--- src/rtl/cond_issue_stage.sv ---
// Single-entry issue stage. Evaluates the condition code against forwarded
// flags and holds back dependent instructions while flag writes are in flight.
module cond_issue_stage #(
  parameter int unsigned INSTR_W  = 32,
  parameter int unsigned PEND_MAX = 3
) (
  input  logic               clk,
  input  logic               rst,
  input  logic               in_valid,
  output logic               in_ready,
  input  logic [INSTR_W-1:0] in_instr,
  output logic               out_valid,
  input  logic               out_ready,
  output logic [INSTR_W-1:0] out_instr,
  output logic               out_exec,
  input  logic               flag_we,
  input  logic [3:0]         flags_in,
  output logic [3:0]         flags_q
);

  localparam int unsigned CNT_W   = $clog2(PEND_MAX + 1);
  localparam logic [3:0]  COND_AL = 4'hE;
  localparam logic [3:0]  COND_NV = 4'hF;

  logic               full;
  logic [INSTR_W-1:0] instr_q;
  logic [CNT_W-1:0]   pend_cnt;
  logic [3:0]         cond;
  logic               s_bit;
  logic [3:0]         fe;
  logic               fn, fz, fc, fv;
  logic               cond_pass;
  logic               blk_cond;
  logic               blk_full;
  logic               in_hs;
  logic               out_hs;
  logic               pend_inc;
  logic               pend_dec;

  assign cond  = instr_q[31:28];
  assign s_bit = instr_q[23];

  // Same-cycle forwarding of the ALU flag writeback.
  assign fe = flag_we ? flags_in : flags_q;
  assign {fn, fz, fc, fv} = fe;

  always_comb begin
    cond_pass = 1'b0;
    case (cond)
      4'h0: cond_pass = fz;
      4'h1: cond_pass = !fz;
      4'h2: cond_pass = fc;
      4'h3: cond_pass = !fc;
      4'h4: cond_pass = fn;
      4'h5: cond_pass = !fn;
      4'h6: cond_pass = fv;
      4'h7: cond_pass = !fv;
      4'h8: cond_pass = fc && !fz;
      4'h9: cond_pass = !fc || fz;
      4'hA: cond_pass = (fn == fv);
      4'hB: cond_pass = (fn != fv);
      4'hC: cond_pass = !fz && (fn == fv);
      4'hD: cond_pass = fz || (fn != fv);
      4'hE: cond_pass = 1'b1;
      default: cond_pass = 1'b0;
    endcase
  end

  // A flag write arriving with one outstanding producer makes the forwarded flags final.
  assign blk_cond = (cond != COND_AL) && (cond != COND_NV) && (pend_cnt != '0)
                    && !(flag_we && (pend_cnt == CNT_W'(1)));
  assign blk_full = s_bit && (pend_cnt == CNT_W'(PEND_MAX));

  assign out_valid = full && !blk_cond && !blk_full;
  assign out_exec  = full && cond_pass;
  assign out_instr = instr_q;
  assign in_ready  = !full || (out_valid && out_ready);

  assign in_hs    = in_valid && in_ready;
  assign out_hs   = out_valid && out_ready;
  assign pend_inc = out_hs && s_bit && out_exec;
  assign pend_dec = flag_we && (pend_cnt != '0);

  // Stage register; a new capture overrides the drain of the issuing entry.
  always_ff @(posedge clk or posedge rst) begin
    if (rst) begin
      full    <= 1'b0;
      instr_q <= '0;
    end else if (in_hs) begin
      full    <= 1'b1;
      instr_q <= in_instr;
    end else if (out_hs) begin
      full    <= 1'b0;
    end
  end

  always_ff @(posedge clk or posedge rst) begin
    if (rst) begin
      flags_q <= 4'b0000;
    end else if (flag_we) begin
      flags_q <= flags_in;
    end
  end

  // Outstanding flag-setting instructions.
  always_ff @(posedge clk or posedge rst) begin
    if (rst) begin
      pend_cnt <= '0;
    end else if (pend_inc && !pend_dec) begin
      pend_cnt <= pend_cnt + CNT_W'(1);
    end else if (pend_dec && !pend_inc) begin
      pend_cnt <= pend_cnt - CNT_W'(1);
    end
  end

endmodule

--- config.mk ---
export PLATFORM = sky130hd
export DESIGN_NAME = cond_issue_stage
export DESIGN_NICKNAME = d
export VERILOG_FILES = /design/src/rtl/cond_issue_stage.sv
export SDC_FILE = /design/constraint.sdc
export NUM_CORES = 1
export LEC_CHECK = 0
export CAP_MARGIN = 10
export CORE_MARGIN = 2
export CORE_UTILIZATION = 43
export DETAILED_ROUTE_END_ITERATION = 6
export GPL_TIMING_DRIVEN = 0
export PLACE_DENSITY = 0.79
export SLEW_MARGIN = 20
export SYNTH_ARGS = -nofsm -noshare
export SYNTH_HDL_FRONTEND = slang
export SYNTH_SLANG_ARGS = --single-unit
export TNS_END_PERCENT = 30
--- constraint.sdc ---
create_clock -name clk -period 3.6 [get_ports clk]
set_input_delay 0.72 -clock clk [delete_from_list [all_inputs] [get_ports clk]]
set_output_delay 0.72 -clock clk [all_outputs]
set_load 0.03 [all_outputs]
# Word level (Yosys, flattened, before mapping)
# Cells that the tools add are included.
# W data, S select, Z words.
dict set report totals {
  register_bits 39
  latchBits 0
  ramBits 0
  rom_bits 0
  inputBits 41
  word_cells 66
  n_memories 0
}
dict set report classes {
  n_addsub 2
  multipliers 0
  div 0
  magnitude_cmp 0
  n_eq_ne 20
  shift 0
  mux 6
  bitwise 0
  n_reduce_logical 34
}
# operator count
set op_table {}
lappend op_table {{$eq A4 B4 Y1 const B} 7}
lappend op_table {{$logic_and A1 B1 Y1} 17}
lappend op_table {{$eq A4 B3 Y1 const B} 4}
lappend op_table {{$pmux W1 S15} 1}
lappend op_table {{$logic_not A1 Y1} 10}
lappend op_table {{$eq A4 B2 Y1 const B} 2}
lappend op_table {{$ne A4 B4 Y1 const B} 2}
lappend op_table {{$reduce_bool A2 Y1} 3}
lappend op_table {{$eq A4 B1 Y1 const B} 1}
lappend op_table {{$logic_not A4 Y1} 1}
lappend op_table {{$mux W2} 2}
lappend op_table {{$mux W4} 1}
lappend op_table {{$logic_or A1 B1 Y1} 3}
lappend op_table {{$add A2 B1 Y2 const B} 1}
lappend op_table {{$eq A2 B1 Y1 const B} 1}
lappend op_table {{$eq A2 B2 Y1 const B} 1}
lappend op_table {{$mux W1} 2}
lappend op_table {{$sub A2 B1 Y2 const B} 1}
lappend op_table {{$eq A1 B1 Y1} 1}
lappend op_table {{$ne A1 B1 Y1} 1}

# Logic depth before layout (Yosys ltp)
# Gate-level depths: netlist of the first run.
dict set report depth {
  depth_word 14
  depth_mapped 9
  ltp_nobuf 9
}

# Worst setup path after synthesis of the first run
# OpenSTA, ideal clock, no wires.
dict set report synth_path {
  kind {input -> output}
  startpoint {in flag_we}
  endpoint {out out_exec}
  t_arrival_ps 2222
  setup_slack_ps 658
  cell_stages 6
  cell_sequence {buf_6 -> mux2_4 -> mux2_4 -> a211o_1 -> a221oi_2 -> a21oi_1}
}
dict set report synth_via {
  elab_chain_len 5
  word_cells_on_any_way 13
  cone_classes {eq/ne: 2; mux: 2; reduce/logical: 9}
}
# element line_no
set synth_lines {}
lappend synth_lines {{from (decl)} 16} ;# input logic flag_we,
lappend synth_lines {{$mux W4 (*)} -}
lappend synth_lines {{named net fe[3]} 30} ;# logic [3:0] fe;
lappend synth_lines {{$ne A1 B1 Y1 or $eq A1 B1 Y1 (tied branches)} -}
lappend synth_lines {{$logic_or A1 B1 Y1 or $logic_and A1 B1 Y1 (tied branches)} {63, 62}}
lappend synth_lines {{$pmux W1 S15 (*)} 49} ;# case (cond)
lappend synth_lines {{$logic_and A1 B1 Y1 (*)} 75} ;# assign out_exec = full && cond_pass;
lappend synth_lines {{to (decl)} 15} ;# output logic out_exec,
# The timed path passes the listed nets; every way through them passes the cells marked *.

# Worst setup path in the final report of the first run
dict set report layout_path {
  startpoint {in flags_in[3]}
  endpoint {out out_exec}
}
dict set report layout_via {
  elab_chain_len 5
  word_cells_on_any_way 8
  cone_classes {eq/ne: 2; mux: 2; reduce/logical: 4}
}
# element line_no
set layout_lines {}
lappend layout_lines {{from (decl)} 17} ;# input logic [3:0] flags_in,
lappend layout_lines {{$mux W4 (*)} -}
lappend layout_lines {{named net fe[3]} 30}
lappend layout_lines {{$ne A1 B1 Y1 or $eq A1 B1 Y1 (tied branches)} -}
lappend layout_lines {{$logic_or A1 B1 Y1 or $logic_and A1 B1 Y1 (tied branches)} {63, 62}}
lappend layout_lines {{$pmux W1 S15 (*)} 49}
lappend layout_lines {{$logic_and A1 B1 Y1 (*)} 75}
# Marks and branches as above.

==> impl_metrics.prom, run 1 <==
# TYPE chip_impl_metric gauge
chip_impl_info{name="worst_setup_path_start_kind",value="input pin"} 1
chip_impl_info{name="regToRegEndpoint",value="pend_cnt[1]"} 1
chip_impl_metric{name="design.die.area",unit="um2"} 4720
chip_impl_info{name="netlist.top_cell.by_area",value="dfrtp_1"} 1
chip_impl_metric{name="die_height",unit="um"} 68.7
chip_impl_metric{name="num-nets-final",unit=""} 265
chip_impl_info{name="setup_crit_path_kind",value="input pin to primary output"} 1
chip_impl_metric{name="gp_congestion",unit=""} 0.704
chip_impl_metric{name="synth_area_per_cell",unit="um2"} 13.4
chip_impl_metric{name="finalCritPeriodShare",unit="%"} 95.2
chip_impl_metric{name="clk_path_buf_depth",unit=""} 2
chip_impl_info{name="grt_setup_unrepaired",value="no"} 1
chip_impl_info{name="synth_ff_type",value="dfrtp_1"} 1
chip_impl_metric{name="wl_per_cell",unit="um"} 15.6
chip_impl_metric{name="yosysUniqueCellTypes",unit=""} 29
chip_impl_info{name="synth.cells.most_frequent",value="dfrtp_1, mux2_2, nand2_1"} 1
chip_impl_metric{name="grt_antenna_before_repair",unit=""} 0
chip_impl_metric{name="placedInstanceArea",unit="um2"} 2670
chip_impl_info{name="synth_most_common_cell",value="dfrtp_1"} 1
chip_impl_info{name="synth_top_cells_by_area",value="dfrtp_1, mux2_2, ha_1"} 1
chip_impl_metric{name="num_io_pins",unit=""} 80
chip_impl_metric{name="drv_cap",unit=""} 0
chip_impl_metric{name="rrSetupSlack",unit="ps"} 1150
chip_impl_metric{name="total_of_endpoints_with_negative_setup_slack_in_the_final_report",unit=""} 0
chip_impl_metric{name="fin_util",unit="%"} 68.8
chip_impl_metric{name="synthesized_nets",unit=""} 179
chip_impl_metric{name="minimum_clock_period_after_layout",unit="ps"} 3430
chip_impl_metric{name="first_global_vias",unit=""} 1456
chip_impl_metric{name="rows",unit=""} 23
chip_impl_metric{name="worst_hold_slack",unit="ps"} 509
chip_impl_metric{name="worstPathRequired",unit="ps"} 2880
chip_impl_metric{name="drcViolationCount",unit=""} 0
chip_impl_metric{name="fillCellCount",unit=""} 309
chip_impl_metric{name="slew_viol_final",unit=""} 0
chip_impl_metric{name="flip_flop_and_latch_count_after_synthesis",unit=""} 39
chip_impl_info{name="hold_path.class",value="flop to flop"} 1
chip_impl_info{name="worstHoldEndpoint",value="out_instr[21]"} 1
chip_impl_metric{name="synth_enable_flop_cells",unit=""} 0
chip_impl_info{name="cts.root.buffer_cell",value="clkbuf_8"} 1
chip_impl_metric{name="netlist_area",unit="um2"} 1800
chip_impl_metric{name="ys_async_sr_fraction",unit="%"} 100
chip_impl_metric{name="dr.first_iter.drc_count",unit=""} 56
chip_impl_metric{name="clk_latency",unit="ps"} 290
chip_impl_metric{name="worst-endpoint-arrival",unit="ps"} 2710
chip_impl_metric{name="post-route-cell-area",unit="um2"} 2770
chip_impl_metric{name="clock_pin_slew_of_the_registers_on_the_worst_case_setup_and_hold_paths",unit="ps"} 80
chip_impl_metric{name="slew_worst_pin",unit="ps"} 437
chip_impl_metric{name="gr-total-overflow",unit=""} 0
chip_impl_metric{name="highest_attainable_clock_frequency",unit="MHz"} 292
chip_impl_metric{name="areaGrowthSynthToFinish",unit="%"} 53.8
chip_impl_metric{name="yosys_warnings",unit=""} 0
chip_impl_info{name="r2r_start",value="out_instr[29]"} 1
chip_impl_metric{name="initial_utilization",unit="%"} 44.7
chip_impl_info{name="tritoncts_clock_tree",value="built"} 1
chip_impl_metric{name="total_negative_slack",unit="ps"} 0
chip_impl_metric{name="worst_hold_stages",unit=""} 1
chip_impl_metric{name="finalHoldViolations",unit=""} 0
chip_impl_metric{name="final.setup_skew",unit="ps"} 4.36
chip_impl_metric{name="post_route_cells_drive_above_1_share",unit="%"} 22.7
chip_impl_metric{name="fp.dieW",unit="um"} 68.7
chip_impl_metric{name="synth.yosys.seq_area_share",unit="%"} 54.2
chip_impl_metric{name="detailed_place_hpwl",unit="um"} 3250
chip_impl_metric{name="portBuffers",unit=""} 78
chip_impl_metric{name="synthCells",unit=""} 134
chip_impl_metric{name="static_leakage",unit="nW"} 1.18
chip_impl_metric{name="numCtsBuffers",unit=""} 5
chip_impl_info{name="critPathCaptureType",value="primary output"} 1
chip_impl_metric{name="detail_route.wirelength",unit="um"} 4200
chip_impl_metric{name="vdd_drop_max",unit="uV"} 533
chip_impl_metric{name="multi_input_area",unit="um2"} 769
chip_impl_metric{name="power_density",unit="nW/um2"} 970
chip_impl_metric{name="grt_start_max_net_pins",unit=""} 23
chip_impl_metric{name="final-seq-area",unit="um2"} 976
chip_impl_metric{name="worst-path-max-fanout",unit=""} 2
chip_impl_metric{name="post_cts.repair.setup_buffers",unit=""} 0
chip_impl_info{name="hp-start",value="out_instr[21]"} 1
chip_impl_metric{name="design.core.area",unit="um2"} 4030
chip_impl_metric{name="cts.htree.levels",unit=""} 2
chip_impl_metric{name="worst_slew_margin_rel",unit="%"} 70.8
chip_impl_metric{name="reg2reg_depth",unit=""} 9
chip_impl_metric{name="route.antenna.remaining_nets",unit=""} 0
chip_impl_metric{name="antenna-diode-count",unit=""} 0
chip_impl_metric{name="numClockSinks",unit=""} 39
chip_impl_metric{name="firstDrtPassIters",unit=""} 4
chip_impl_info{name="run_status",value="finished, final reports clean"} 1
chip_impl_metric{name="grt_first_pass_wirelength",unit="um"} 6390
chip_impl_metric{name="num_vias",unit=""} 1370
chip_impl_metric{name="grt_util_all_layers",unit="%"} 19.1
chip_impl_metric{name="yosys.area.top_type_share",unit="%"} 54.2
chip_impl_metric{name="detail_route.vias_per_cell",unit=""} 5.07
critical path, cell delays in order:
cell and delay, ps:
clkdlybuf4s50_1 440, mux2_4 290, mux2_4 290, a211o_1 280, a221oi_2 350, a21oi_1 130, clkbuf_2 200
kinds of logic (layout without fill, tap and decap cells):
family | Yosys count | after routing | synth area share (%)
compound gates | 13 | 13 | 4.58
xor+xnor | 5 | 5 | 2.43
fa+ha+maj | 4 | 4 | 2.78
buf+inv | 12 | 98 | 3.12
flops | 39 | 39 | 54.2
mux | 40 | 40 | 26.0
simple gates | 21 | 21 | 6.88
state kept, by name, summed over array words and instances, names as in the netlist:
register,count
pend_cnt,2
full,1
out_instr,32
flags_q,4
power breakdown:
group / internal, W / switching (W) / leakage (nW)
sequential: 0.000646 / 0.000138 / 0.457
clock: 0.000203 / 0.000149 / 0.0513
combinational: 0.000724 / 0.000826 / 0.672
total: 0.00157 / 0.00111 / 1.18
per-stage QoR:
stage	power (W)	cells	setup slack, ps
3_5_place_dp	0.00236	263	-220
2_1_floorplan	0.00173	134	658
6_report	0.00269	270	171
5_1_grt	0.00283	270	121
3_3_place_gp	0.00230	262	-165
4_1_cts	0.00271	270	14.4
cells in the final DEF, fill, tap and decap left out, types with 2 or more instances in the layout:
master           instances
o21ai_0                  2
clkbuf_1                 4
mux2_2                  34
ha_1                     4
nor3b_1                  3
and3_1                   2
mux2_4                   2
nand2_1                  7
nand3b_1                 2
buf_2                    3
a21oi_1                  6
dfrtp_1                 39
clkdlybuf4s50_1         77
inv_1                    4
mux2i_1                  3
clkbuf_8                 5
nand2b_1                 2
xnor2_1                  4
area by class of cell:
cell class              instances  area share (%)
repair buffers                 79            29.0
clock inverters                 1            1.08
well taps                      50            2.26
multi-input cells              83            27.8
plain buffers                   7            1.36
inverters                       5           0.678
clock buffers                   6            2.62
flip-flops and latches         39            35.2
routing by layer:
layer	GRT usage, %	share of wire, %
met5	0	0
met2	31.3	50
met3	8.60	8.9
met4	8.09	1.9
met1	21.6	39
worst max path at each step:
stage | start | slack [ps] | cells past startpoint | endpoint
2_1_floorplan | flag_we | 660 | 6 | out_exec
3_3_place_gp | flags_in[3] | -170 | 7 | out_exec
3_5_place_dp | flags_in[3] | -220 | 7 | out_exec
4_1_cts | flags_in[3] | 10 | 7 | out_exec
5_1_grt | flags_in[3] | 120 | 7 | out_exec
6_report | flags_in[3] | 170 | 7 | out_exec
what timing repair did:
item / CTS / global route
gates resized for setup: 1 / 2
pin swaps: 0 / 0
hold buffers: 0 / 0
setup endpoints to repair: 1 / 1
No activity file was read; power rests on OpenSTA's default activity.
==> run 2: changes to the inputs <==
--- a/config.mk
+++ b/config.mk
@@ -10,6 +10,7 @@
 export CORE_UTILIZATION = 43
 export DETAILED_ROUTE_END_ITERATION = 6
 export GPL_TIMING_DRIVEN = 0
+export HOLD_SLACK_MARGIN = 0.06
 export PLACE_DENSITY = 0.79
 export SLEW_MARGIN = 20
 export SYNTH_ARGS = -nofsm -noshare
==> results of run 2 <==
No change in the layout: final DEF, timing and power equal those of run 1.
==> run 3: changes to the inputs <==
--- a/config.mk
+++ b/config.mk
@@ -7,11 +7,12 @@
 export LEC_CHECK = 0
 export CAP_MARGIN = 10
 export CORE_MARGIN = 2
-export CORE_UTILIZATION = 43
+export CORE_UTILIZATION = 40
+export CTS_BUF_LIST = sky130_fd_sc_hd__clkbuf_2 sky130_fd_sc_hd__clkbuf_4 sky130_fd_sc_hd__clkbuf_8
 export DETAILED_ROUTE_END_ITERATION = 6
 export GPL_TIMING_DRIVEN = 0
 export HOLD_SLACK_MARGIN = 0.06
-export PLACE_DENSITY = 0.79
+export PLACE_DENSITY = 0.74
 export SLEW_MARGIN = 20
 export SYNTH_ARGS = -nofsm -noshare
 export SYNTH_HDL_FRONTEND = slang
==> run 3 against run 2 <==
Worst hold slack better by 1.0 ps. Sequential power down 0.8%. Wire length down 3.8%. Critical path type unchanged. Cell count up 1.1%. Final area down 0.41%. Power down 2.5%. Maximum frequency up 1.2%.
==> impl_metrics.prom, run 3 (synthesis results as in run 1) <==
# TYPE chip_impl_metric gauge
chip_impl_metric{name="power_density",unit="nW/um2"} 949
chip_impl_metric{name="minimum_clock_period_after_layout",unit="ps"} 3390
chip_impl_metric{name="num_io_pins",unit=""} 80
chip_impl_info{name="regToRegEndpoint",value="pend_cnt[1]"} 1
chip_impl_metric{name="cts.htree.levels",unit=""} 2
chip_impl_metric{name="worst-path-max-fanout",unit=""} 2
chip_impl_info{name="critPathCaptureType",value="primary output"} 1
chip_impl_metric{name="post_cts_resized",unit=""} 1
chip_impl_metric{name="grt_antenna_before_repair",unit=""} 0
chip_impl_metric{name="vdd_drop_max",unit="uV"} 629
chip_impl_metric{name="drcViolationCount",unit=""} 0
chip_impl_metric{name="portBuffers",unit=""} 78
chip_impl_metric{name="share_of_power_burned_in_combinational_logic",unit="%"} 59.0
chip_impl_metric{name="wl_per_cell",unit="um"} 14.8
chip_impl_metric{name="worstPathRequired",unit="ps"} 2880
chip_impl_metric{name="placedCellCount",unit=""} 265
chip_impl_info{name="tritoncts_clock_tree",value="built"} 1
chip_impl_metric{name="grt_first_pass_wirelength",unit="um"} 6810
chip_impl_metric{name="largest_reg_flops",unit=""} 32
chip_impl_metric{name="clk_path_buf_depth",unit=""} 2
chip_impl_metric{name="antenna-diode-count",unit=""} 0
chip_impl_metric{name="clock_pin_slew_of_the_registers_on_the_worst_case_setup_and_hold_paths",unit="ps"} 70
chip_impl_info{name="cts.root.buffer_cell",value="clkbuf_8"} 1
chip_impl_metric{name="fp.dieW",unit="um"} 71.1
chip_impl_metric{name="route.antenna.remaining_nets",unit=""} 0
chip_impl_metric{name="detail_route.wirelength",unit="um"} 4050
chip_impl_info{name="grt_setup_unrepaired",value="no"} 1
chip_impl_metric{name="cts_hold_buffers",unit=""} 0
chip_impl_metric{name="worst-endpoint-arrival",unit="ps"} 2670
chip_impl_metric{name="firstDrtPassIters",unit=""} 4
chip_impl_metric{name="first_global_vias",unit=""} 1473
chip_impl_metric{name="highest_attainable_clock_frequency",unit="MHz"} 295
chip_impl_metric{name="worst_hold_stages",unit=""} 1
chip_impl_metric{name="net-switching-power",unit="W"} 0.00110
chip_impl_info{name="layout.cells.most_common",value="clkdlybuf4s50_1"} 1
chip_impl_metric{name="design.die.area",unit="um2"} 5060
chip_impl_metric{name="multi_input_area",unit="um2"} 769
chip_impl_metric{name="share_clk_of_total_power",unit="%"} 11.2
chip_impl_metric{name="gr-total-overflow",unit=""} 0
chip_impl_info{name="setup_crit_path_kind",value="input pin to primary output"} 1
chip_impl_metric{name="gp_congestion",unit=""} 0.749
chip_impl_metric{name="rrSetupSlack",unit="ps"} 1160
chip_impl_metric{name="numCtsBuffers",unit=""} 5
chip_impl_metric{name="areaGrowthSynthToFinish",unit="%"} 53.1
chip_impl_metric{name="design.core.area",unit="um2"} 4350
chip_impl_metric{name="static_leakage",unit="nW"} 1.18
chip_impl_metric{name="fillCellCount",unit=""} 349
chip_impl_metric{name="num_vias",unit=""} 1364
chip_impl_metric{name="detail_route.vias_per_cell",unit=""} 5.00
chip_impl_info{name="run_status",value="finished, final reports clean"} 1
chip_impl_metric{name="dr.first_iter.drc_count",unit=""} 63
chip_impl_metric{name="post_cts.repair.setup_buffers",unit=""} 0
chip_impl_metric{name="grt_util_all_layers",unit="%"} 17.4
chip_impl_info{name="hp-start",value="out_instr[10]"} 1
chip_impl_metric{name="worst_slew_margin_rel",unit="%"} 68.8
chip_impl_metric{name="reg2reg_depth",unit=""} 9
chip_impl_metric{name="die_height",unit="um"} 71.1
chip_impl_info{name="hold_path.class",value="flop to flop"} 1
chip_impl_metric{name="finalHoldViolations",unit=""} 0
chip_impl_metric{name="power_switching_share",unit="%"} 41.9
chip_impl_metric{name="final-seq-area",unit="um2"} 976
chip_impl_info{name="worst_setup_path_start_kind",value="input pin"} 1
chip_impl_metric{name="num-nets-final",unit=""} 265
chip_impl_metric{name="post_route_cells_drive_above_1_share",unit="%"} 23.5
chip_impl_metric{name="power_report.internal_total",unit="W"} 0.00152
chip_impl_info{name="worstHoldEndpoint",value="out_instr[10]"} 1
chip_impl_metric{name="final.setup_skew",unit="ps"} 7.68
chip_impl_metric{name="drv_cap",unit=""} 0
chip_impl_metric{name="total_of_endpoints_with_negative_setup_slack_in_the_final_report",unit=""} 0
chip_impl_metric{name="slew_worst_pin",unit="ps"} 467
chip_impl_metric{name="rows",unit=""} 24
chip_impl_metric{name="grt_start_max_net_pins",unit=""} 22
chip_impl_metric{name="finalCritPeriodShare",unit="%"} 94.1
chip_impl_metric{name="total_negative_slack",unit="ps"} 0
chip_impl_info{name="layout_common_cells",value="clkdlybuf4s50_1, dfrtp_1, mux2_2"} 1
chip_impl_metric{name="detailed_place_hpwl",unit="um"} 3120
chip_impl_metric{name="slew_viol_final",unit=""} 0
chip_impl_metric{name="initial_utilization",unit="%"} 41.4
chip_impl_info{name="r2r_start",value="out_instr[29]"} 1
chip_impl_metric{name="numClockSinks",unit=""} 39
chip_impl_metric{name="layoutNonFillerInstCount",unit=""} 273
chip_impl_metric{name="pwr-share-seq",unit="%"} 29.7
chip_impl_metric{name="clk_latency",unit="ps"} 290
[run 3: changes by cell type in the layout (fill, tap and decap cells not counted)]
cell       before  now
clkbuf_4        0    2
bufinv_16       1    0
clkbuf_1        4    3
clkinv_2        0    1
[run 3: routing by layer]
metal	vias to the layer above	global-route usage, %	routed length [um]
li1	642	-	-
met1	658	20.0	1630
met2	60	28.6	1950
met3	4	8.12	427
met4	0	6.29	36
met5	-	0	0
[run 3: final cells by class]
class                      count  share of cell area (%)
timing repair buffer          79                    29.1
inverter                       5                   0.680
clock inverter                 1                   0.181
tap                           52                    2.36
multi-input combinational     83                    27.9
buffer                         7                    1.36
clock buffer                   7                    3.04
sequential                    39                    35.4
[run 3: worst max-delay path, stage by stage]
cell             delay [ps]
clkdlybuf4s50_1         440
mux2_4                  280
mux2_4                  300
a211o_1                 280
a221oi_2                320
a21oi_1                 130
clkbuf_2                200
[run 3: how the worst max path moves through the flow]
stage,start,slack (ps),cells after the start,endpoint
2_1_floorplan,flag_we,660,6,out_exec
3_3_place_gp,flags_in[3],-160,7,out_exec
3_5_place_dp,flags_in[3],-180,7,out_exec
4_1_cts,flags_in[3],50,7,out_exec
5_1_grt,flags_in[3],140,7,out_exec
6_report,flags_in[3],210,7,out_exec
[run 3: per-stage QoR]
stage	utilization (%)	power (W)	instance area, um2	hold slack (ps)	worst slack (ps)
after floorplan	-	0.00173	1800	474	658
after global routing	63.4	0.00277	2760	522	139
after global placement	60.8	0.00230	2650	487	-158
after detailed placement	61.4	0.00235	2680	493	-183
after CTS	63.4	0.00265	2760	511	49.3
final	63.4	0.00262	2760	510	213
[run 3: power groups by stage]
stage	Clock [W]	Sequential [W]	Combinational, W
2_1_floorplan	0	0.00115	0.000588
6_report	0.000294	0.000778	0.00155
3_3_place_gp	0	0.000770	0.00153
5_1_grt	0.000324	0.000807	0.00164
4_1_cts	0.000309	0.000780	0.00156
3_5_place_dp	0	0.000786	0.00156
